## config.mk

```make
export PLATFORM = sky130hd
export DESIGN_NAME = enigma_step_controller_flat
export DESIGN_NICKNAME = d
export VERILOG_FILES = /design/src/rtl/enigma_step_controller_pkg.sv /design/src/rtl/enigma_step_controller_if.sv /design/src/rtl/enigma_step_controller_onehot26_to_code.sv /design/src/rtl/enigma_step_controller.sv /design/src/flat_wrapper.sv
export SDC_FILE = /design/constraint.sdc
export NUM_CORES = 1
export LEC_CHECK = 0
export BUFFER_PORTS_ARGS = -buffer_cell sky130_fd_sc_hd__buf_4
export CORE_MARGIN = 3
export CORE_UTILIZATION = 40
export DETAILED_ROUTE_END_ITERATION = 6
export SLEW_MARGIN = 25
export SYNTH_ARGS = -nofsm -noshare
export SYNTH_HDL_FRONTEND = slang
export SYNTH_HIERARCHICAL = 1
export SYNTH_SLANG_ARGS = --single-unit
```

## constraint.sdc

```tcl
create_clock -name clk -period 3.6 [get_ports clk]
set_clock_uncertainty 0.1 [all_clocks]
set_input_delay 0.72 -clock clk [delete_from_list [all_inputs] [get_ports clk]]
set_output_delay 0.72 -clock clk [all_outputs]
set_load 0.05 [all_outputs]
```

## src/rtl/enigma_step_controller_pkg.sv

```systemverilog
// Shared definitions for the Enigma rotor step controller: alphabet constants,
// controller state encoding and the mod-26 position increment.
package enigma_step_controller_pkg;

  localparam int NUM_LETTERS = 26;

  localparam logic [4:0] LTR_A = 5'd0,  LTR_B = 5'd1,  LTR_C = 5'd2,  LTR_D = 5'd3;
  localparam logic [4:0] LTR_E = 5'd4,  LTR_F = 5'd5,  LTR_G = 5'd6,  LTR_H = 5'd7;
  localparam logic [4:0] LTR_I = 5'd8,  LTR_J = 5'd9,  LTR_K = 5'd10, LTR_L = 5'd11;
  localparam logic [4:0] LTR_M = 5'd12, LTR_N = 5'd13, LTR_O = 5'd14, LTR_P = 5'd15;
  localparam logic [4:0] LTR_Q = 5'd16, LTR_R = 5'd17, LTR_S = 5'd18, LTR_T = 5'd19;
  localparam logic [4:0] LTR_U = 5'd20, LTR_V = 5'd21, LTR_W = 5'd22, LTR_X = 5'd23;
  localparam logic [4:0] LTR_Y = 5'd24, LTR_Z = 5'd25;

  typedef enum logic [2:0] {
    S_IDLE,
    S_STEP,
    S_DRIVE,
    S_DONE,
    S_SEEK,
    S_GAP,
    S_SDONE
  } state_t;

  function automatic logic [4:0] inc26(input logic [4:0] v);
    return (v == LTR_Z) ? LTR_A : v + 5'd1;
  endfunction

endpackage

```

## src/rtl/enigma_step_controller_if.sv

```systemverilog
// Bundle of keypad, seek, rotor and scrambler-chain signals around the step controller.
interface enigma_step_controller_if;
  import enigma_step_controller_pkg::*;

  logic                   key_valid;
  logic [4:0]             key_code;
  logic                   key_ready;
  logic                   set_valid;
  logic [4:0]             set_pos_r;
  logic [4:0]             set_pos_m;
  logic [4:0]             set_pos_l;
  logic                   set_done;
  logic                   notch_r;
  logic                   notch_m;
  logic                   rotate_r;
  logic                   rotate_m;
  logic                   rotate_l;
  logic [NUM_LETTERS-1:0] enc_drive;
  logic [NUM_LETTERS-1:0] enc_return;
  logic                   out_valid;
  logic [4:0]             out_code;
  logic                   out_err;
  logic [4:0]             pos_r;
  logic [4:0]             pos_m;
  logic [4:0]             pos_l;

  modport master (
    output key_valid, key_code, set_valid, set_pos_r, set_pos_m, set_pos_l,
           notch_r, notch_m, enc_return,
    input  key_ready, set_done, rotate_r, rotate_m, rotate_l, enc_drive,
           out_valid, out_code, out_err, pos_r, pos_m, pos_l
  );

  modport slave (
    input  key_valid, key_code, set_valid, set_pos_r, set_pos_m, set_pos_l,
           notch_r, notch_m, enc_return,
    output key_ready, set_done, rotate_r, rotate_m, rotate_l, enc_drive,
           out_valid, out_code, out_err, pos_r, pos_m, pos_l
  );

endinterface

```

## src/rtl/enigma_step_controller_onehot26_to_code.sv

```systemverilog
// One-hot letter to 5-bit code; err flags an all-zero or multi-hot input (code forced to 0).
module onehot26_to_code
  import enigma_step_controller_pkg::*;
(
  input  logic [NUM_LETTERS-1:0] onehot,
  output logic [4:0]             code,
  output logic                   err
);

  logic [4:0] ones;
  logic [4:0] idx;

  always_comb begin
    ones = '0;
    idx  = '0;
    for (int i = 0; i < NUM_LETTERS; i++) begin
      if (onehot[i]) begin
        ones = ones + 5'd1;
        idx  = 5'(i);
      end
    end
    err  = (ones != 5'd1);
    code = err ? LTR_A : idx;
  end

endmodule

```

## src/rtl/enigma_step_controller.sv

```systemverilog
// Rotor stepping / encipher sequencer and position seeker for a three-rotor chain.
// state  | meaning
// IDLE   | waiting for a key or set request (key_ready high)
// STEP   | rotate pulses for the accepted key
// DRIVE  | letter held on enc_drive while the chain settles
// DONE   | out_valid strobe with the decoded result
// SEEK   | pulse every rotor still short of its target
// GAP    | mandatory low cycle between seek pulses
// SDONE  | set_done strobe
module enigma_step_controller
  import enigma_step_controller_pkg::*;
#(
  parameter int SETTLE_CYCLES = 2
) (
  input logic                     clk,
  input logic                     reset,
  enigma_step_controller_if.slave bus
);

  localparam int CW = (SETTLE_CYCLES > 1) ? $clog2(SETTLE_CYCLES) : 1;
  localparam logic [NUM_LETTERS-1:0] ONE_HOT_A = {{(NUM_LETTERS-1){1'b0}}, 1'b1};

  state_t state, state_n;

  logic [4:0]             key_lat, key_lat_n;
  logic [4:0]             tgt_r, tgt_m, tgt_l, tgt_r_n, tgt_m_n, tgt_l_n;
  logic [4:0]             pos_r, pos_m, pos_l, pos_r_n, pos_m_n, pos_l_n;
  logic [CW-1:0]          cnt, cnt_n;
  logic                   rot_r, rot_m, rot_l, rot_r_n, rot_m_n, rot_l_n;
  logic [NUM_LETTERS-1:0] drive, drive_n;
  logic                   valid, valid_n, sdone, sdone_n, err, err_n, ready, ready_n;
  logic [4:0]             code, code_n;

  logic [4:0] dec_code;
  logic       dec_err;
  logic [4:0] seek_tr, seek_tm, seek_tl;
  logic       need_r, need_m, need_l, set_bad;

  onehot26_to_code u_dec (
    .onehot (bus.enc_return),
    .code   (dec_code),
    .err    (dec_err)
  );

  // In IDLE the targets come straight from the request so the first pulse lands in the cycle after accept.
  assign seek_tr = (state == S_IDLE) ? bus.set_pos_r : tgt_r;
  assign seek_tm = (state == S_IDLE) ? bus.set_pos_m : tgt_m;
  assign seek_tl = (state == S_IDLE) ? bus.set_pos_l : tgt_l;
  assign need_r  = (pos_r != seek_tr);
  assign need_m  = (pos_m != seek_tm);
  assign need_l  = (pos_l != seek_tl);
  assign set_bad = (bus.set_pos_r > LTR_Z) | (bus.set_pos_m > LTR_Z) | (bus.set_pos_l > LTR_Z);

  always_ff @(posedge clk or posedge reset) begin
    if (reset) begin
      state   <= S_IDLE;
      key_lat <= '0;
      tgt_r   <= '0;
      tgt_m   <= '0;
      tgt_l   <= '0;
      pos_r   <= '0;
      pos_m   <= '0;
      pos_l   <= '0;
      cnt     <= '0;
      rot_r   <= 1'b0;
      rot_m   <= 1'b0;
      rot_l   <= 1'b0;
      drive   <= '0;
      valid   <= 1'b0;
      sdone   <= 1'b0;
      err     <= 1'b0;
      code    <= '0;
      ready   <= 1'b0;
    end else begin
      state   <= state_n;
      key_lat <= key_lat_n;
      tgt_r   <= tgt_r_n;
      tgt_m   <= tgt_m_n;
      tgt_l   <= tgt_l_n;
      pos_r   <= pos_r_n;
      pos_m   <= pos_m_n;
      pos_l   <= pos_l_n;
      cnt     <= cnt_n;
      rot_r   <= rot_r_n;
      rot_m   <= rot_m_n;
      rot_l   <= rot_l_n;
      drive   <= drive_n;
      valid   <= valid_n;
      sdone   <= sdone_n;
      err     <= err_n;
      code    <= code_n;
      ready   <= ready_n;
    end
  end

  always_comb begin
    state_n   = state;
    key_lat_n = key_lat;
    tgt_r_n   = tgt_r;
    tgt_m_n   = tgt_m;
    tgt_l_n   = tgt_l;
    pos_r_n   = pos_r;
    pos_m_n   = pos_m;
    pos_l_n   = pos_l;
    cnt_n     = cnt;
    rot_r_n   = 1'b0;
    rot_m_n   = 1'b0;
    rot_l_n   = 1'b0;
    drive_n   = '0;
    valid_n   = 1'b0;
    sdone_n   = 1'b0;
    err_n     = 1'b0;
    code_n    = '0;

    case (state)
      S_IDLE: begin
        if (ready && bus.set_valid) begin
          tgt_r_n = bus.set_pos_r;
          tgt_m_n = bus.set_pos_m;
          tgt_l_n = bus.set_pos_l;
          if (set_bad) begin
            state_n = S_SDONE;
            sdone_n = 1'b1;
            err_n   = 1'b1;
          end else begin
            state_n = S_SEEK;
            rot_r_n = need_r;
            rot_m_n = need_m;
            rot_l_n = need_l;
            if (need_r) pos_r_n = inc26(pos_r);
            if (need_m) pos_m_n = inc26(pos_m);
            if (need_l) pos_l_n = inc26(pos_l);
          end
        end else if (ready && bus.key_valid) begin
          key_lat_n = bus.key_code;
          if (bus.key_code > LTR_Z) begin
            state_n = S_DONE;
            valid_n = 1'b1;
            err_n   = 1'b1;
          end else begin
            // notch_m pulses the middle rotor too: the double step
            state_n = S_STEP;
            rot_r_n = 1'b1;
            rot_m_n = bus.notch_r | bus.notch_m;
            rot_l_n = bus.notch_m;
            pos_r_n = inc26(pos_r);
            if (bus.notch_r | bus.notch_m) pos_m_n = inc26(pos_m);
            if (bus.notch_m) pos_l_n = inc26(pos_l);
          end
        end
      end
      S_STEP: begin
        state_n = S_DRIVE;
        cnt_n   = CW'(SETTLE_CYCLES - 1);
        drive_n = ONE_HOT_A << key_lat;
      end
      S_DRIVE: begin
        if (cnt == '0) begin
          state_n = S_DONE;
          valid_n = 1'b1;
          code_n  = dec_code;
          err_n   = dec_err;
        end else begin
          cnt_n   = cnt - CW'(1);
          drive_n = ONE_HOT_A << key_lat;
        end
      end
      S_DONE:  state_n = S_IDLE;
      S_SEEK: begin
        if (rot_r || rot_m || rot_l) begin
          state_n = S_GAP;
        end else begin
          state_n = S_SDONE;
          sdone_n = 1'b1;
        end
      end
      S_GAP: begin
        state_n = S_SEEK;
        rot_r_n = need_r;
        rot_m_n = need_m;
        rot_l_n = need_l;
        if (need_r) pos_r_n = inc26(pos_r);
        if (need_m) pos_m_n = inc26(pos_m);
        if (need_l) pos_l_n = inc26(pos_l);
      end
      S_SDONE: state_n = S_IDLE;
      default: state_n = S_IDLE;
    endcase

    ready_n = (state_n == S_IDLE);
  end

  assign bus.key_ready = ready;
  assign bus.set_done  = sdone;
  assign bus.rotate_r  = rot_r;
  assign bus.rotate_m  = rot_m;
  assign bus.rotate_l  = rot_l;
  assign bus.enc_drive = drive;
  assign bus.out_valid = valid;
  assign bus.out_code  = code;
  assign bus.out_err   = err;
  assign bus.pos_r     = pos_r;
  assign bus.pos_m     = pos_m;
  assign bus.pos_l     = pos_l;

endmodule

```

## src/flat_wrapper.sv

```systemverilog
// flat-port wrapper written by rule: the top's interface ports become plain ports
module enigma_step_controller_flat import enigma_step_controller_pkg::*;
#(
  parameter int SETTLE_CYCLES = 2
)
  (clk, reset, bus_key_valid, bus_key_code, bus_set_valid, bus_set_pos_r, bus_set_pos_m, bus_set_pos_l, bus_notch_r, bus_notch_m, bus_enc_return, bus_key_ready, bus_set_done, bus_rotate_r, bus_rotate_m, bus_rotate_l, bus_enc_drive, bus_out_valid, bus_out_code, bus_out_err, bus_pos_r, bus_pos_m, bus_pos_l);
  enigma_step_controller_if bus_i ();
  input logic clk;
  input logic reset;
  input wire logic [$bits(bus_i.key_valid)-1:0] bus_key_valid;
  input wire logic [$bits(bus_i.key_code)-1:0] bus_key_code;
  input wire logic [$bits(bus_i.set_valid)-1:0] bus_set_valid;
  input wire logic [$bits(bus_i.set_pos_r)-1:0] bus_set_pos_r;
  input wire logic [$bits(bus_i.set_pos_m)-1:0] bus_set_pos_m;
  input wire logic [$bits(bus_i.set_pos_l)-1:0] bus_set_pos_l;
  input wire logic [$bits(bus_i.notch_r)-1:0] bus_notch_r;
  input wire logic [$bits(bus_i.notch_m)-1:0] bus_notch_m;
  input wire logic [$bits(bus_i.enc_return)-1:0] bus_enc_return;
  output wire logic [$bits(bus_i.key_ready)-1:0] bus_key_ready;
  output wire logic [$bits(bus_i.set_done)-1:0] bus_set_done;
  output wire logic [$bits(bus_i.rotate_r)-1:0] bus_rotate_r;
  output wire logic [$bits(bus_i.rotate_m)-1:0] bus_rotate_m;
  output wire logic [$bits(bus_i.rotate_l)-1:0] bus_rotate_l;
  output wire logic [$bits(bus_i.enc_drive)-1:0] bus_enc_drive;
  output wire logic [$bits(bus_i.out_valid)-1:0] bus_out_valid;
  output wire logic [$bits(bus_i.out_code)-1:0] bus_out_code;
  output wire logic [$bits(bus_i.out_err)-1:0] bus_out_err;
  output wire logic [$bits(bus_i.pos_r)-1:0] bus_pos_r;
  output wire logic [$bits(bus_i.pos_m)-1:0] bus_pos_m;
  output wire logic [$bits(bus_i.pos_l)-1:0] bus_pos_l;
  assign bus_i.key_valid = bus_key_valid;
  assign bus_i.key_code = bus_key_code;
  assign bus_i.set_valid = bus_set_valid;
  assign bus_i.set_pos_r = bus_set_pos_r;
  assign bus_i.set_pos_m = bus_set_pos_m;
  assign bus_i.set_pos_l = bus_set_pos_l;
  assign bus_i.notch_r = bus_notch_r;
  assign bus_i.notch_m = bus_notch_m;
  assign bus_i.enc_return = bus_enc_return;
  assign bus_key_ready = bus_i.key_ready;
  assign bus_set_done = bus_i.set_done;
  assign bus_rotate_r = bus_i.rotate_r;
  assign bus_rotate_m = bus_i.rotate_m;
  assign bus_rotate_l = bus_i.rotate_l;
  assign bus_enc_drive = bus_i.enc_drive;
  assign bus_out_valid = bus_i.out_valid;
  assign bus_out_code = bus_i.out_code;
  assign bus_out_err = bus_i.out_err;
  assign bus_pos_r = bus_i.pos_r;
  assign bus_pos_m = bus_i.pos_m;
  assign bus_pos_l = bus_i.pos_l;
  enigma_step_controller #(.SETTLE_CYCLES(SETTLE_CYCLES)) u_core (.clk(clk), .reset(reset), .bus(bus_i));
endmodule
```

==> results.txt <==
- Run status: finished with violations
- The checks that failed: setup timing.
- In the synthesized netlist the dominant register cell turns out to be sky130_fd_sc_hd__dfrtp_1.
- Summed over all layers, the global routing overflow is 0.
- Max-cap violations in this run came to 0.
- HPWL Detailed: 15.24 mm
* Crit path max-delay family: adder cells
- Number of nets in the final layout: 1179
* Yosys warnings: 6
- DIE AREA: 18930 um2
* Initial core utilization: 41.33%
- For the pin with the worst max-slew slack, the measured transition is 0.5770 ns.
* Syn Nets: 904
- Layout Cells excl Fill: 1321
- Entering global routing, the biggest net connects 36 pins.
* Layout cells sized above 1: 38.60%
* Delay of the slowest cell on the worst path: 0.35 ns
- Number of cells in the design after placement: 1278
- In the routed layout, each cell is associated on average with a via count of 5.121.
* Post-route DRC violation count: 0
- From left edge to right edge, the die measures 137.6 um.
- The most numerous cell type found on the critical path is sky130_fd_sc_hd__ha_4.
* Setup repair after global routing missed its margin: true
- Cell at the root of the clock tree: sky130_fd_sc_hd__clkbuf_16
- Relative slew slack: 61.30%
* Buf+Inv Stages, Crit Path: 5
- Proportion of synthesized chip area in sequential cells: 27.82%
* Number of buffers created by CTS: 9
- Vias in the first global route: 6432
* First-pass GRT wire length: 31.26 mm
- The first routing iteration left 320 violations.
- The first detailed-routing pass took 5 iterations.
* Count of final setup violators: 6
* Worst Hold Slack: 0.3309 ns
* Core box area: 16760 um2
- PortBufs: 104
- Slowest-stage cell, CP: sky130_fd_sc_hd__nor4b_4
- Number of different library cells in the post-synthesis netlist: 86
* Required arrival time at the worst endpoint: 3.77 ns
- Final routed wire length divided by cell count: 14.74 um
* Vias: 6765
- For this design, the sink count on the clock tree is 77.
- Final-report hold violation count: 0
- Critical Path End Type: flop
* Total Wirelength: 19.48 mm
- Timing would allow up to 72.94 MHz.
- The worst hold path belongs to the class in -> async.
* Number of synthesized flops with an enable pin: 0
- 0 antenna diodes ended up in the layout.
* Largest fanout of any net on the critical path: 6
- H-tree lvl count: 3
- Clk buf depth: 2
* Count of hold buffers inserted by post-cts repair: 0
- Synthesized area: 6927 um2
- #FFs+latches synth: 77
* Gate count after technology mapping: 821
* Final cycle utilization of the critical path: 380.9%
- Final weighted congestion in routability-driven placement: 0.8607
- CTS tree: done
* Count of pins over their slew limit: 0
- Time the final worst path needs with I/O delays and setup: 13.71 ns
* Insertion delay of the later-clocked pin in the worst-skew pair: 0.33 ns
- Slack of the critical path: -10.11 ns
- IO Pins: 105
- Kind of start point of the critical path: input pin
- After synthesis, the mean cell area works out to 8.437 um2.
- The number of antenna violations at the first check in global routing came to 0.
- The setup path with the least slack is of type in -> reg.
- Clock-pin slew was measured on the worst setup and hold paths at 0.06 ns.
- Cell Rows: 47
- Global routing used 20.30% of the available tracks.
- Overall die height: 137.6 um
- In this run the remaining antenna-violating nets after routing total 0.
* Area grow syn2layout: 47.38%
* Setup tns final: -60.09 ns
- For this run, asynchronously set or reset flops after synthesis account for 100.0%.
* Data arrival time of the worst path: 13.88 ns
[layout by cell type (no fill, tap or decap), drive strengths merged, types with 5 or more instances in the layout]
cell      n
buf     300
clkbuf   10
xnor3    14
or3       7
nor2     75
xnor2    54
mux2     12
o211ai    7
nor4b     7
a31oi     7
nand3b    8
o21a      8
dfrtp    77
o22ai     8
inv      31
o21ai    24
a21oi    39
ha       31
nand3    20
and2     17
mux2i    10
xor2     30
nand2   136
nand2b   10
nor4      8
o31ai    12
nor3     28
a21o      7
or2       9
o31a      5
nor2b     5
o21bai    5
[kinds of logic after synthesis]
family | count (synthesis) | synth area share, %
DFF | 77 | 27.82
and+or+nand+nor | 357 | 25.00
adders and majority gates | 32 | 5.744
buffers and inverters | 70 | 4.154
xor gates and xnor gates | 99 | 16.84
muxes | 22 | 3.685
AOI/OAI and AO/OA | 164 | 16.76
[sequential cells by signal, indices dropped and copies added (netlist names)]
register / cells
u_core/bus.enc_drive: 26
u_core/bus.out_code: 5
u_core/bus.pos_l: 5
u_core/bus.pos_m: 5
u_core/bus.pos_r: 5
u_core/key_lat: 5
u_core/tgt_l: 5
u_core/tgt_m: 5
u_core/tgt_r: 5
u_core/state: 3
u_core/bus.key_ready: 1
u_core/bus.out_err: 1
u_core/bus.out_valid: 1
u_core/bus.rotate_l: 1
u_core/bus.rotate_m: 1
u_core/bus.rotate_r: 1
u_core/bus.set_done: 1
u_core/cnt: 1
[metal layers]
metal | global-route usage [%] | share of wire (%) | vias to the layer above
met1 | 27.80 | 46 | 3182
met5 | 0 | 0 | -
li1 | - | - | 3454
met2 | 34.19 | 49 | 116
met4 | 4.435 | 0.84 | 0
met3 | 2.739 | 3.8 | 13
[synth_stat cells, drive strengths merged, types with 3 or more instances]
cell / n / share of area, %
o31a: 5 / 0.63
or2: 9 / 0.81
a211o: 3 / 0.38
o22ai: 8 / 0.72
nand4b: 3 / 0.38
or4b: 3 / 0.43
nand2: 136 / 7.4
inv: 32 / 1.7
o311ai: 4 / 0.51
a21boi: 3 / 0.33
nand4: 4 / 0.36
o221ai: 4 / 0.51
nor4b: 7 / 0.89
ha: 31 / 5.6
nor2b: 5 / 0.45
mux2: 12 / 2.1
a21o: 7 / 0.76
buf: 11 / 0.94
nor4: 8 / 0.81
nor3b: 4 / 0.43
nand3: 20 / 1.4
o211ai: 7 / 0.76
o21a: 8 / 0.87
nor2: 75 / 4.1
a31oi: 7 / 0.63
or3: 7 / 0.63
a21oi: 39 / 2.9
and2: 17 / 1.6
nand2b: 10 / 0.90
xnor3: 14 / 4.6
dfrtp: 77 / 28
nor3: 28 / 2.0
nand3b: 8 / 0.87
and3b: 4 / 0.51
a211oi: 4 / 0.43
clkbuf: 25 / 1.4
o41ai: 4 / 0.78
o31ai: 12 / 1.3
o21bai: 5 / 0.54
mux2i: 10 / 1.6
xor2: 30 / 3.9
xnor2: 54 / 8.0
o21ai: 24 / 1.7
[cell type report]
type / instances / area [um2]
Inverter: 34 / 135.1
Multi-Input combinational cell: 674 / 5255
Fill cell: 1500 / 6551
Tap cell: 220 / 275.3
Clock inverter: 6 / 110.1
Timing Repair Buffer: 300 / 2267
Clock buffer: 10 / 239.0
Sequential cell: 77 / 1927
[worst paths after layout]
kind / startpoint / end / slack [ns] / cells past startpoint
max reg2reg: u_core/state[2] / u_core/bus.pos_l[1] / 0.67 / 6
min: reset / u_core/bus.pos_r[1] / 0.33 / 2
max in group asynchronous: reset / u_core/bus.pos_m[0] / 2.36 / 3
min reg2reg: u_core/tgt_r[3] / u_core/tgt_r[3] / 0.38 / 2
max: bus_enc_return[0] / u_core/bus.out_code[1] / -10.11 / 80
min in group clk: u_core/tgt_r[3] / u_core/tgt_r[3] / 0.38 / 2
[stage by stage]
step / setup slack [ns] / instance area [um2] / utilization (%)
floorplan: -10.79 / 7201 / -
detailed placement: -10.84 / 9368 / 55.89
global placement: -10.53 / 9368 / 55.89
CTS: -10.01 / 9952 / 59.38
global route: -10.74 / 10210 / 60.91
finish: -10.11 / 10210 / 60.91
[what timing repair did]
action,CTS,global route
resized for setup,19,28
buffers inserted,16,11
setup endpoints to repair,6,6
cloned,0,0
pin swaps,42,22
Power is not shown: default switching activity piles up to over one toggle a cycle in this logic, so the estimate is an artifact.
